File: src/rtl/memwb_skid_stage.sv
// MEM/WB pipeline stage: valid/ready handshake with a 2-entry skid buffer (main + skid).
// Optional feature: define MEMWB_WBMUX_EN to add the registered writeback-data output WbDataOut.
module memwb_skid_stage #(
  parameter int unsigned DATA_W = 64,
  parameter int unsigned RD_W   = 5
) (
  input  logic              clk,
  input  logic              reset,
  input  logic              flush,
  input  logic              in_valid,
  output logic              in_ready,
  input  logic              MemToReg,
  input  logic              RegWrite,
  input  logic [DATA_W-1:0] ReadData,
  input  logic [DATA_W-1:0] AluResult,
  input  logic [RD_W-1:0]   rd,
  output logic              out_valid,
  input  logic              out_ready,
  output logic              MemToRegOut,
  output logic              RegWriteOut,
  output logic [DATA_W-1:0] ReadDataOut,
  output logic [DATA_W-1:0] AluResultOut,
  output logic [RD_W-1:0]   rdOut,
  output logic [1:0]        occupancy
`ifdef MEMWB_WBMUX_EN
  ,
  output logic [DATA_W-1:0] WbDataOut
`endif
);

  typedef enum logic [1:0] {
    StEmpty = 2'd0,
    StOne   = 2'd1,
    StFull  = 2'd2
  } stateT;

  typedef struct packed {
    logic              memToReg;
    logic              regWrite;
    logic [DATA_W-1:0] readData;
    logic [DATA_W-1:0] aluResult;
    logic [RD_W-1:0]   rd;
`ifdef MEMWB_WBMUX_EN
    logic [DATA_W-1:0] wbData;
`endif
  } entryT;

  stateT stateQ, stateD;
  entryT mainQ, mainD;
  entryT skidQ, skidD;
  entryT inEntry;
  logic  inReadyQ;
  logic  outValidQ;
  logic  accept;
  logic  pop;
  logic  loadMainIn;
  logic  loadMainSkid;
  logic  loadSkid;
  logic  clearSkid;

  assign accept = in_valid & inReadyQ;
  assign pop    = outValidQ & out_ready;

  always_comb begin
    inEntry           = '0;
    inEntry.memToReg  = MemToReg;
    inEntry.regWrite  = RegWrite;
    inEntry.readData  = ReadData;
    inEntry.aluResult = AluResult;
    inEntry.rd        = rd;
`ifdef MEMWB_WBMUX_EN
    // Writeback select resolved at load so the output is a plain flop.
    inEntry.wbData    = MemToReg ? ReadData : AluResult;
`endif
  end

  always_comb begin
    stateD       = stateQ;
    loadMainIn   = 1'b0;
    loadMainSkid = 1'b0;
    loadSkid     = 1'b0;
    clearSkid    = 1'b0;
    case (stateQ)
      StEmpty: begin
        if (accept) begin
          stateD     = StOne;
          loadMainIn = 1'b1;
        end
      end
      StOne: begin
        if (accept && pop) begin
          loadMainIn = 1'b1;
        end else if (accept) begin
          stateD   = StFull;
          loadSkid = 1'b1;
        end else if (pop) begin
          stateD = StEmpty;
        end
      end
      StFull: begin
        if (pop) begin
          stateD       = StOne;
          loadMainSkid = 1'b1;
          clearSkid    = 1'b1;
        end
      end
      default: stateD = StEmpty;
    endcase
    // Flush drops everything, including a same-cycle accept; data regs keep stale values.
    if (flush) begin
      stateD       = StEmpty;
      loadMainIn   = 1'b0;
      loadMainSkid = 1'b0;
      loadSkid     = 1'b0;
      clearSkid    = 1'b0;
    end
  end

  always_comb begin
    mainD = mainQ;
    if (loadMainIn) begin
      mainD = inEntry;
    end else if (loadMainSkid) begin
      mainD = skidQ;
    end
  end

  always_comb begin
    skidD = skidQ;
    if (loadSkid) begin
      skidD = inEntry;
    end else if (clearSkid) begin
      skidD = '0;
    end
  end

  always_ff @(posedge clk or negedge reset) begin
    if (!reset) begin
      stateQ    <= StEmpty;
      mainQ     <= '0;
      skidQ     <= '0;
      inReadyQ  <= 1'b1;
      outValidQ <= 1'b0;
    end else begin
      stateQ    <= stateD;
      mainQ     <= mainD;
      skidQ     <= skidD;
      inReadyQ  <= (stateD != StFull);
      outValidQ <= (stateD != StEmpty);
    end
  end

  assign in_ready     = inReadyQ;
  assign out_valid    = outValidQ;
  assign occupancy    = stateQ;
  assign MemToRegOut  = mainQ.memToReg;
  assign ReadDataOut  = mainQ.readData;
  assign AluResultOut = mainQ.aluResult;
  assign rdOut        = mainQ.rd;
  // Bubbles and writes to x0 never reach the register file.
  assign RegWriteOut  = mainQ.regWrite & outValidQ & (mainQ.rd != '0);
`ifdef MEMWB_WBMUX_EN
  assign WbDataOut    = mainQ.wbData;
`endif

endmodule

File: config.mk
export PLATFORM = sky130hd
export DESIGN_NAME = memwb_skid_stage
export DESIGN_NICKNAME = d
export VERILOG_FILES = /design/src/rtl/memwb_skid_stage.sv
export SDC_FILE = /design/constraint.sdc
export NUM_CORES = 1
export LEC_CHECK = 0
export CAP_MARGIN = 20
export CORE_MARGIN = 3
export CORE_UTILIZATION = 54
export CTS_CLUSTER_DIAMETER = 40
export DETAILED_ROUTE_END_ITERATION = 16
export GPL_ROUTABILITY_DRIVEN = 0
export PLACE_DENSITY = 0.91
export SYNTH_ARGS = -nofsm -noshare
export SYNTH_HDL_FRONTEND = slang
export SYNTH_SLANG_ARGS = --single-unit
File: constraint.sdc
create_clock -name clk -period 5.6 [get_ports clk]
set_clock_uncertainty 0.15 [all_clocks]
set_input_delay 1.12 -clock clk [delete_from_list [all_inputs] [get_ports clk]]
set_output_delay 1.12 -clock clk [all_outputs]
set_load 0.05 [all_outputs]
* After elaboration in Yosys (flattened, before gate mapping) *
Cells that the tools add are included.
Widths: inputs -> output; s select.

storage, ports and cells
  register bits = 274
  input port bits = 140
  output and inout bits = 139

cells by class
  equality and inequality tests = 3
  mux-type cells = 21
  bitwise operators = 4
  reductions and logical operators = 6

operators by type and width
  kind                count
  $mux 135            4
  $mux 2              6
  $mux 1              9
  $pmux 2 s3          1
  $reduce_bool 2->1   3
  $reduce_bool 5->1   1
  $and 1x1->1         4
  $eq 2x1->1 const B  1
  $eq 2x2->1 const B  1
  $logic_not 2->1     1
  $ne 2x2->1 const B  1
  $pmux 1 s2          1
  $logic_and 1x1->1   1

* Depth between registers and ports, before layout *
Gate-level depths: netlist of the first run.

  depth in word-level cells = 7
  depth in mapped cells = 6
  gate-level depth less buffers = 3

* Worst setup path before layout of the first run *
OpenSTA, ideal clock, no wires.

  kind = input -> register
  start point = input flush
  end point = register mainQ, in the netlist AluResultOut[48]
  arrival time = 2.390 ns
  data required time = 5.324 ns
  slack = 2.934 ns
  stages = 6
  cell sequence = or2_1 -> o32a_1 -> buf_6 -> buf_6 -> buf_6 -> a221o_1

between the ends
  longest elaborated chain between the ends = 2
  elaborated cells on any way between the ends = 4
  those cells by class = mux: 3; reduce/logical: 1

ends and longest elaborated chain
  item                                           RTL line  RTL
  start: declaration                             9         input logic flush,
  $mux 1                                         110       if (flush) begin
  $mux 135 or $reduce_bool 2->1 (tied branches)  --
  end signal: assignment                         146       mainQ <= mainD;
  end: declaration                               49        entryT mainQ, mainD;

Several ways; a longest one is shown, not always the timed one.
A chain may end at the register's enable or synchronous reset.

* Final worst setup path of the first run *
  start point = input flush
  end point = register skidQ[82] (netlist bit)

between the ends
  longest elaborated chain between the ends = 2
  elaborated cells on any way between the ends = 4
  those cells by class = mux: 3; reduce/logical: 1

ends and longest elaborated chain
  item                                           RTL line  RTL
  $mux 1                                         110
  $mux 135 or $reduce_bool 2->1 (tied branches)  --
  end signal: assignment                         147       skidQ <= skidD;
  end: declaration                               50        entryT skidQ, skidD;

Several ways; a longest one is shown, not always the timed one.

==> results.py, run 1 <==
metrics = {
    "placement": {
        "placed_area_mm2": 0.01367,
        "dp_hpwl_mm": 17.80,
        "dpl.cell_count": 1263,
        "port_buffers": 278,
    },
    "critical_path": {
        "r2r_setup_slack_ns": 2.66,
        "crit_required_ns": 5.89,
        "end_kind": "register",
        "crit_type": "primary input to register",
        "cp_max_fo": 89,
        "arrival_ns": 3.97,
        "start_kind": "primary input",
    },
    "logic_synthesis": {
        "avgSynthCellArea_um2": 12.83,
        "ys_ff_latch": 274,
        "yosysTopAreaCell": "dfrtp_1",
        "netlist_instances": 920,
        "ys_seq_area_frac": 0.5811,
        "ys_warn_count": 0,
        "synth.area.top_cells": "dfrtp_1 58%, a221o_1 11%, a22o_1 10%, buf_4 8.5%, and3_1 7.2%",
        "synth_area_mm2": 0.01180,
        "syn-num-nets": 1060,
        "ys_types": 30,
        "synth_top_cell_area_share": 0.5789,
    },
    "power": {
        "clockPowerShare": 0.281,
        "p_switching_mw": 2.872,
        "peakVddDrop_uv": 347.3,
        "cellLeakagePower_nw": 7.142,
        "internal_power_mw": 5.194,
        "p_sw_frac": 0.3561,
        "seq_power_share": 0.390,
        "comb_power_share": 0.329,
        "power_density_mw_per_mm2": 541.5,
    },
    "flow_run": {
        "maxCapViolCount": 0,
    },
    "finish": {
        "seqCellArea_mm2": 0.006858,
        "finalNonFillerCells": 1326,
        "multi_input_area_mm2": 0.003555,
        "fin_area_mm2": 0.01490,
        "drive_gt1_frac": 0.07436,
        "fill_cells": 1382,
        "area_growth_pct": 26.22,
        "nets": 1167,
    },
    "sta": {
        "finalHoldViolCount": 0,
        "grt_setup_unrepaired": "false",
        "slew_viol_final": 0,
        "finalSetupTns_ns": 0,
        "setup_violations": 0,
        "tightest_slew_ns": 0.9171,
        "timing.fmax_mhz": 271.5,
        "fin_crit_sh": 0.6578,
        "fin_crit_ns": 3.684,
        "slew_headroom": 0.3886,
    },
    "routing": {
        "wl_per_cell_um": 22.52,
        "drtIter0Drc": 643,
        "remaining_drc_errors": 0,
        "vias": 8455,
        "drtPass1Iterations": 5,
        "detail-route-antenna-nets": 0,
        "drt-vias-per-instance": 6.376,
        "routed_wl_mm": 29.86,
    },
    "floorplanning": {
        "initial_core_util": 0.5561,
        "coreArea_mm2": 0.02122,
        "io_pins": 279,
        "rows": 53,
        "chipWidth_um": 153.8,
        "die_h_um": 153.8,
        "die_area_mm2": 0.02366,
    },
    "clock_tree": {
        "clkSinkCount": 274,
        "htreeDepth": 2,
        "clockRootBuffer": "clkbuf_16",
        "numCtsBuffers": 35,
        "cts_resized": 0,
        "clkLatencyLatePin_ns": 0.51,
        "clockBufferDepth": 3,
        "cts_tree": "done",
        "hold_buffers": 0,
        "path_clk_slew_ns": 0.05,
        "postCtsSetupBuffers": 0,
    },
    "run_status": {
        "outcome": "finished clean",
    },
    "global_route": {
        "grt_pass1_wl_mm": 47.68,
        "antenna_found_initial": 2,
        "grt_max_degree": 137,
        "first_global_vias": 8598,
        "overflow": 0,
        "grtUsageTotal": 0.2450,
    },
    "worst_hold_path": {
        "holdCritPathClass": "register to register",
    },
}
-- sequential cells by signal, indices dropped and copies added (netlist names) --
signal        cells
MemToRegOut       1
occupancy         2
out_valid         1
rdOut             5
mainQ             1
AluResultOut     64
skidQ           135
ReadDataOut      64
in_ready          1
-- per-stage QoR --
step	power (mW)	hold slack [ns]	utilization	setup WS, ns
6_report	8.066	0.3384	0.7019	1.916
5_1_grt	8.382	0.3539	0.7019	1.789
4_1_cts	8.098	0.3414	0.6995	1.659
3_5_place_dp	5.786	0.3230	0.6441	1.158
3_3_place_gp	5.697	0.3237	0.6441	1.242
2_1_floorplan	5.195	0.3078	-	2.934
-- critical path: stages --
cell and delay (ns):
clkdlybuf4s50_1 0.55, and3b_4 0.41, a22oi_4 0.82, buf_4 0.39
buf_16 0.35, a22o_1 0.21
-- cells by family (layout without fill, tap and decap cells) --
| kind of cell | Yosys count | in the layout | synth area share |
|---|---|---|---|
| AO/OA/AOI/OAI | 278 | 278 | 0.2208 |
| XOR/XNOR | 1 | 1 | 0.0007423 |
| buffers and inverters | 222 | 351 | 0.1195 |
| flip-flops | 274 | 274 | 0.5811 |
| other | 0 | 2 | 0 |
| AND/OR/NAND/NOR | 145 | 145 | 0.07782 |
-- worst paths after layout --
kind | cells after the start | endpoint | startpoint
setup / recovery | 6 | skidQ[82] | flush
hold / removal | 1 | skidQ[108] | skidQ[108]
setup reg to reg | 5 | skidQ[82] | out_valid
hold reg to reg | 1 | skidQ[108] | skidQ[108]
max in group asynchronous | 2 | AluResultOut[9] | reset
min in group asynchronous | 1 | AluResultOut[57] | reset
-- metal layers --
metal  wire length, um  up-vias  track usage  share of wire
met3              2393       59      0.05826          0.080
met4               719        0      0.07527          0.024
li1                  -     3650            -              -
met1             12620     4302       0.3464           0.42
met5                 0        -            0              0
met2             14130      444       0.3814           0.47
-- power groups by stage --
stage          logic, mW  registers [mW]  clock network (mW)
2_1_floorplan       2.19            3.01                   0
3_3_place_gp        2.58            3.12                   0
3_5_place_dp        2.66            3.13                   0
4_1_cts             2.67            3.13                2.30
5_1_grt             2.77            3.22                2.39
6_report            2.65            3.15                2.26
-- cell usage in the layout, fill, tap and decap left out, types with 2 or more instances in the layout --
| cell | instances |
|---|---|
| a221o_1 | 135 |
| a22o_1 | 135 |
| and3_1 | 135 |
| buf_12 | 4 |
| buf_4 | 8 |
| bufinv_16 | 4 |
| clkbuf_1 | 2 |
| clkbuf_16 | 35 |
| clkbuf_8 | 2 |
| clkdlybuf4s50_1 | 277 |
| clkinv_4 | 2 |
| clkinvlp_4 | 2 |
| dfrtp_1 | 273 |
| diode_2 | 2 |
| inv_6 | 7 |
| inv_8 | 4 |
-- area by class of cell --
| class | count | share of cell area |
|---|---|---|
| clock buffers | 39 | 0.06115 |
| clock inverters | 20 | 0.01772 |
| diodes | 2 | 0.0003360 |
| repair buffers | 291 | 0.1984 |
| well taps | 275 | 0.02310 |
| flip-flops and latches | 274 | 0.4604 |
| inverters | 1 | 0.0002520 |
| multi-input cells | 424 | 0.2386 |
-- synth_stat cells (all sizes together) --
library cell,number
and3,135
a211oi,1
nor2b,1
and4b,1
o21ai,1
nor3b,1
dfstp,1
a21oi,1
a22o,135
or2,1
a22oi,1
xor2,1
clkbuf,60
o22ai,1
a221o,135
and2,1
or3,1
nor3,1
nand2,1
dfrtp,273
inv,1
buf,161
and3b,1
nand4b,1
a21boi,1
o32a,1
o311a,1
Power figures use the tool's default switching activity.
==> inputs of run 2 (changes only) <==
--- a/config.mk
+++ b/config.mk
@@ -7,11 +7,11 @@
 export LEC_CHECK = 0
 export CAP_MARGIN = 20
 export CORE_MARGIN = 3
-export CORE_UTILIZATION = 54
+export CORE_UTILIZATION = 45
 export CTS_CLUSTER_DIAMETER = 40
 export DETAILED_ROUTE_END_ITERATION = 16
 export GPL_ROUTABILITY_DRIVEN = 0
-export PLACE_DENSITY = 0.91
+export PLACE_DENSITY = 0.81
 export SYNTH_ARGS = -nofsm -noshare
 export SYNTH_HDL_FRONTEND = slang
 export SYNTH_SLANG_ARGS = --single-unit
==> constraint.sdc (replaced) <==
create_clock -name clk -period 3.1 [get_ports clk]
set_clock_uncertainty 0.15 [all_clocks]
set_input_delay 0.62 -clock clk [delete_from_list [all_inputs] [get_ports clk]]
set_output_delay 0.62 -clock clk [all_outputs]
set_load 0.05 [all_outputs]
==> results.py, run 2 (synthesis gave the netlist of run 1 again) <==
metrics = {
    "run_status": {
        "outcome": "finished clean",
    },
    "critical_path": {
        "arrival_ns": 1.89,
        "critPathMaxStageDelay_ns": 0.40,
        "end_kind": "output pin",
        "crit_required_ns": 2.33,
        "cp_slowest_cell": "dfrtp_1",
        "crit_type": "register to output pin",
        "start_kind": "register",
        "cp_max_fo": 3,
        "worstPathCellList": "or3_1, o311a_1, dlymetal6s2s_1",
    },
    "finish": {
        "fin_area_mm2": 0.01499,
        "regMostFlops": "skidQ",
        "diodes": 0,
        "drive_gt1_frac": 0.07656,
        "seqCellArea_mm2": 0.006858,
        "final_util": 0.5885,
        "fill_cells": 2002,
        "final_common_cell": "clkdlybuf4s50_1",
        "largest_reg_flops": 135,
        "nets": 1173,
        "finalNonFillerCells": 1388,
        "final_cell_mix": "276 x clkdlybuf4s50_1, 273 x dfrtp_1, 135 x and3_1, 135 x a221o_1, 135 x a22o_1",
        "multi_input_area_mm2": 0.003555,
        "area_growth_pct": 27.02,
    },
    "sta": {
        "fin_crit_ns": 2.661,
        "grt_setup_unrepaired": "false",
        "setup_ws_ns": 0.4391,
        "slew_viol_final": 0,
        "setup_violations": 0,
        "finalSetupTns_ns": 0,
        "finalHoldViolCount": 0,
        "fin_crit_sh": 0.8584,
        "tightest_slew_ns": 0.6647,
        "timing.fmax_mhz": 375.8,
        "slew_headroom": 0.5569,
        "finalHoldWorstSlack_ns": 0.3374,
    },
    "clock_tree": {
        "path_clk_slew_ns": 0.05,
        "clockRootBuffer": "clkbuf_16",
        "postCtsSetupBuffers": 0,
        "htreeDepth": 2,
        "cts_tree": "done",
        "clkSinkCount": 274,
        "numCtsBuffers": 34,
        "clockBufferDepth": 3,
        "clkLatencyLatePin_ns": 0.49,
    },
    "placement": {
        "placed_area_mm2": 0.01385,
        "post-place-ws_ns": 0.2554,
        "port_buffers": 278,
        "dpl.cell_count": 1326,
        "dp_hpwl_mm": 18.42,
    },
    "floorplanning": {
        "die_h_um": 167.9,
        "initial_core_util": 0.4633,
        "io_pins": 279,
        "coreArea_mm2": 0.02547,
        "die_area_mm2": 0.02820,
        "rows": 58,
        "chipWidth_um": 167.9,
    },
    "power": {
        "cellLeakagePower_nw": 7.171,
        "peakVddDrop_uv": 541.3,
        "total_power_mw": 14.37,
        "power_density_mw_per_mm2": 958.8,
    },
    "routing": {
        "drt-vias-per-instance": 6.122,
        "drtPass1Iterations": 5,
        "detail-route-antenna-nets": 0,
        "wl_per_cell_um": 22.14,
        "drtIter0Drc": 886,
        "vias": 8498,
        "remaining_drc_errors": 0,
        "routed_wl_mm": 30.72,
    },
    "global_route": {
        "overflow": 0,
        "grtUsageTotal": 0.2122,
        "first_global_vias": 8892,
        "grt_max_degree": 136,
        "grt_pass1_wl_mm": 49.44,
        "antenna_found_initial": 0,
    },
    "worst_hold_path": {
        "holdCritPathClass": "register to register",
    },
    "flow_run": {
        "maxCapViolCount": 0,
    },
}
==> run 2: cell count changes in the layout (fill, tap and decap cells not counted), moves of 3 or more <==
cell / delta
buf_12: +3
bufinv_16: -3
inv_6: -5
clkbuf_1: +5
buf_4: +4
==> run 2: critical path, delay by kind of cell (launching register included) <==
family          cells  cell delay, ns
flops               1            0.40
simple gates        1            0.38
compound gates      1            0.31
buf+inv             1            0.31
==> run 2: final timing paths <==
| check | from | to | slack [ns] | cells after the start |
|---|---|---|---|---|
| worst max-delay path | rdOut[1] | RegWriteOut | 0.44 | 3 |
| worst min-delay path | skidQ[37] | skidQ[37] | 0.34 | 1 |
| worst max register to register | occupancy[1] | AluResultOut[30] | 0.89 | 4 |
| worst min register to register | skidQ[37] | skidQ[37] | 0.34 | 1 |
| max in group asynchronous | reset | skidQ[60] | 1.45 | 3 |
| min in group asynchronous | reset | ReadDataOut[13] | 0.54 | 2 |
==> run 2: where the power goes <==
part           switching (mW)  internal (mW)  total [mW]
Clock                    1.52           2.38        3.90
Combinational            2.80           2.00        4.80
Sequential              0.786           4.89        5.67
Total                    5.10           9.27        14.4
==> run 2: routing by layer <==
layer,GRT usage,vias to the layer above,wire (um)
met4,0.06048,0,671
met2,0.3359,430,14660
met3,0.04813,65,2479
li1,-,3653,-
met5,0,-,0
met1,0.2966,4350,12920
==> run 2: cell type report <==
cell class / instances / share of cell area
Tap cell: 330 / 0.02754
Sequential cell: 274 / 0.4575
Clock inverter: 13 / 0.008263
Inverter: 1 / 0.0002504
Timing Repair Buffer: 298 / 0.2022
Clock buffer: 48 / 0.06719
Multi-Input combinational cell: 424 / 0.2371
==> run 2: what timing repair did <==
item,4_1_cts,5_1_grt
endpoints found under the hold margin,54,0
gates resized for setup,0,1
hold buffers,1,0
setup endpoints to repair,0,1
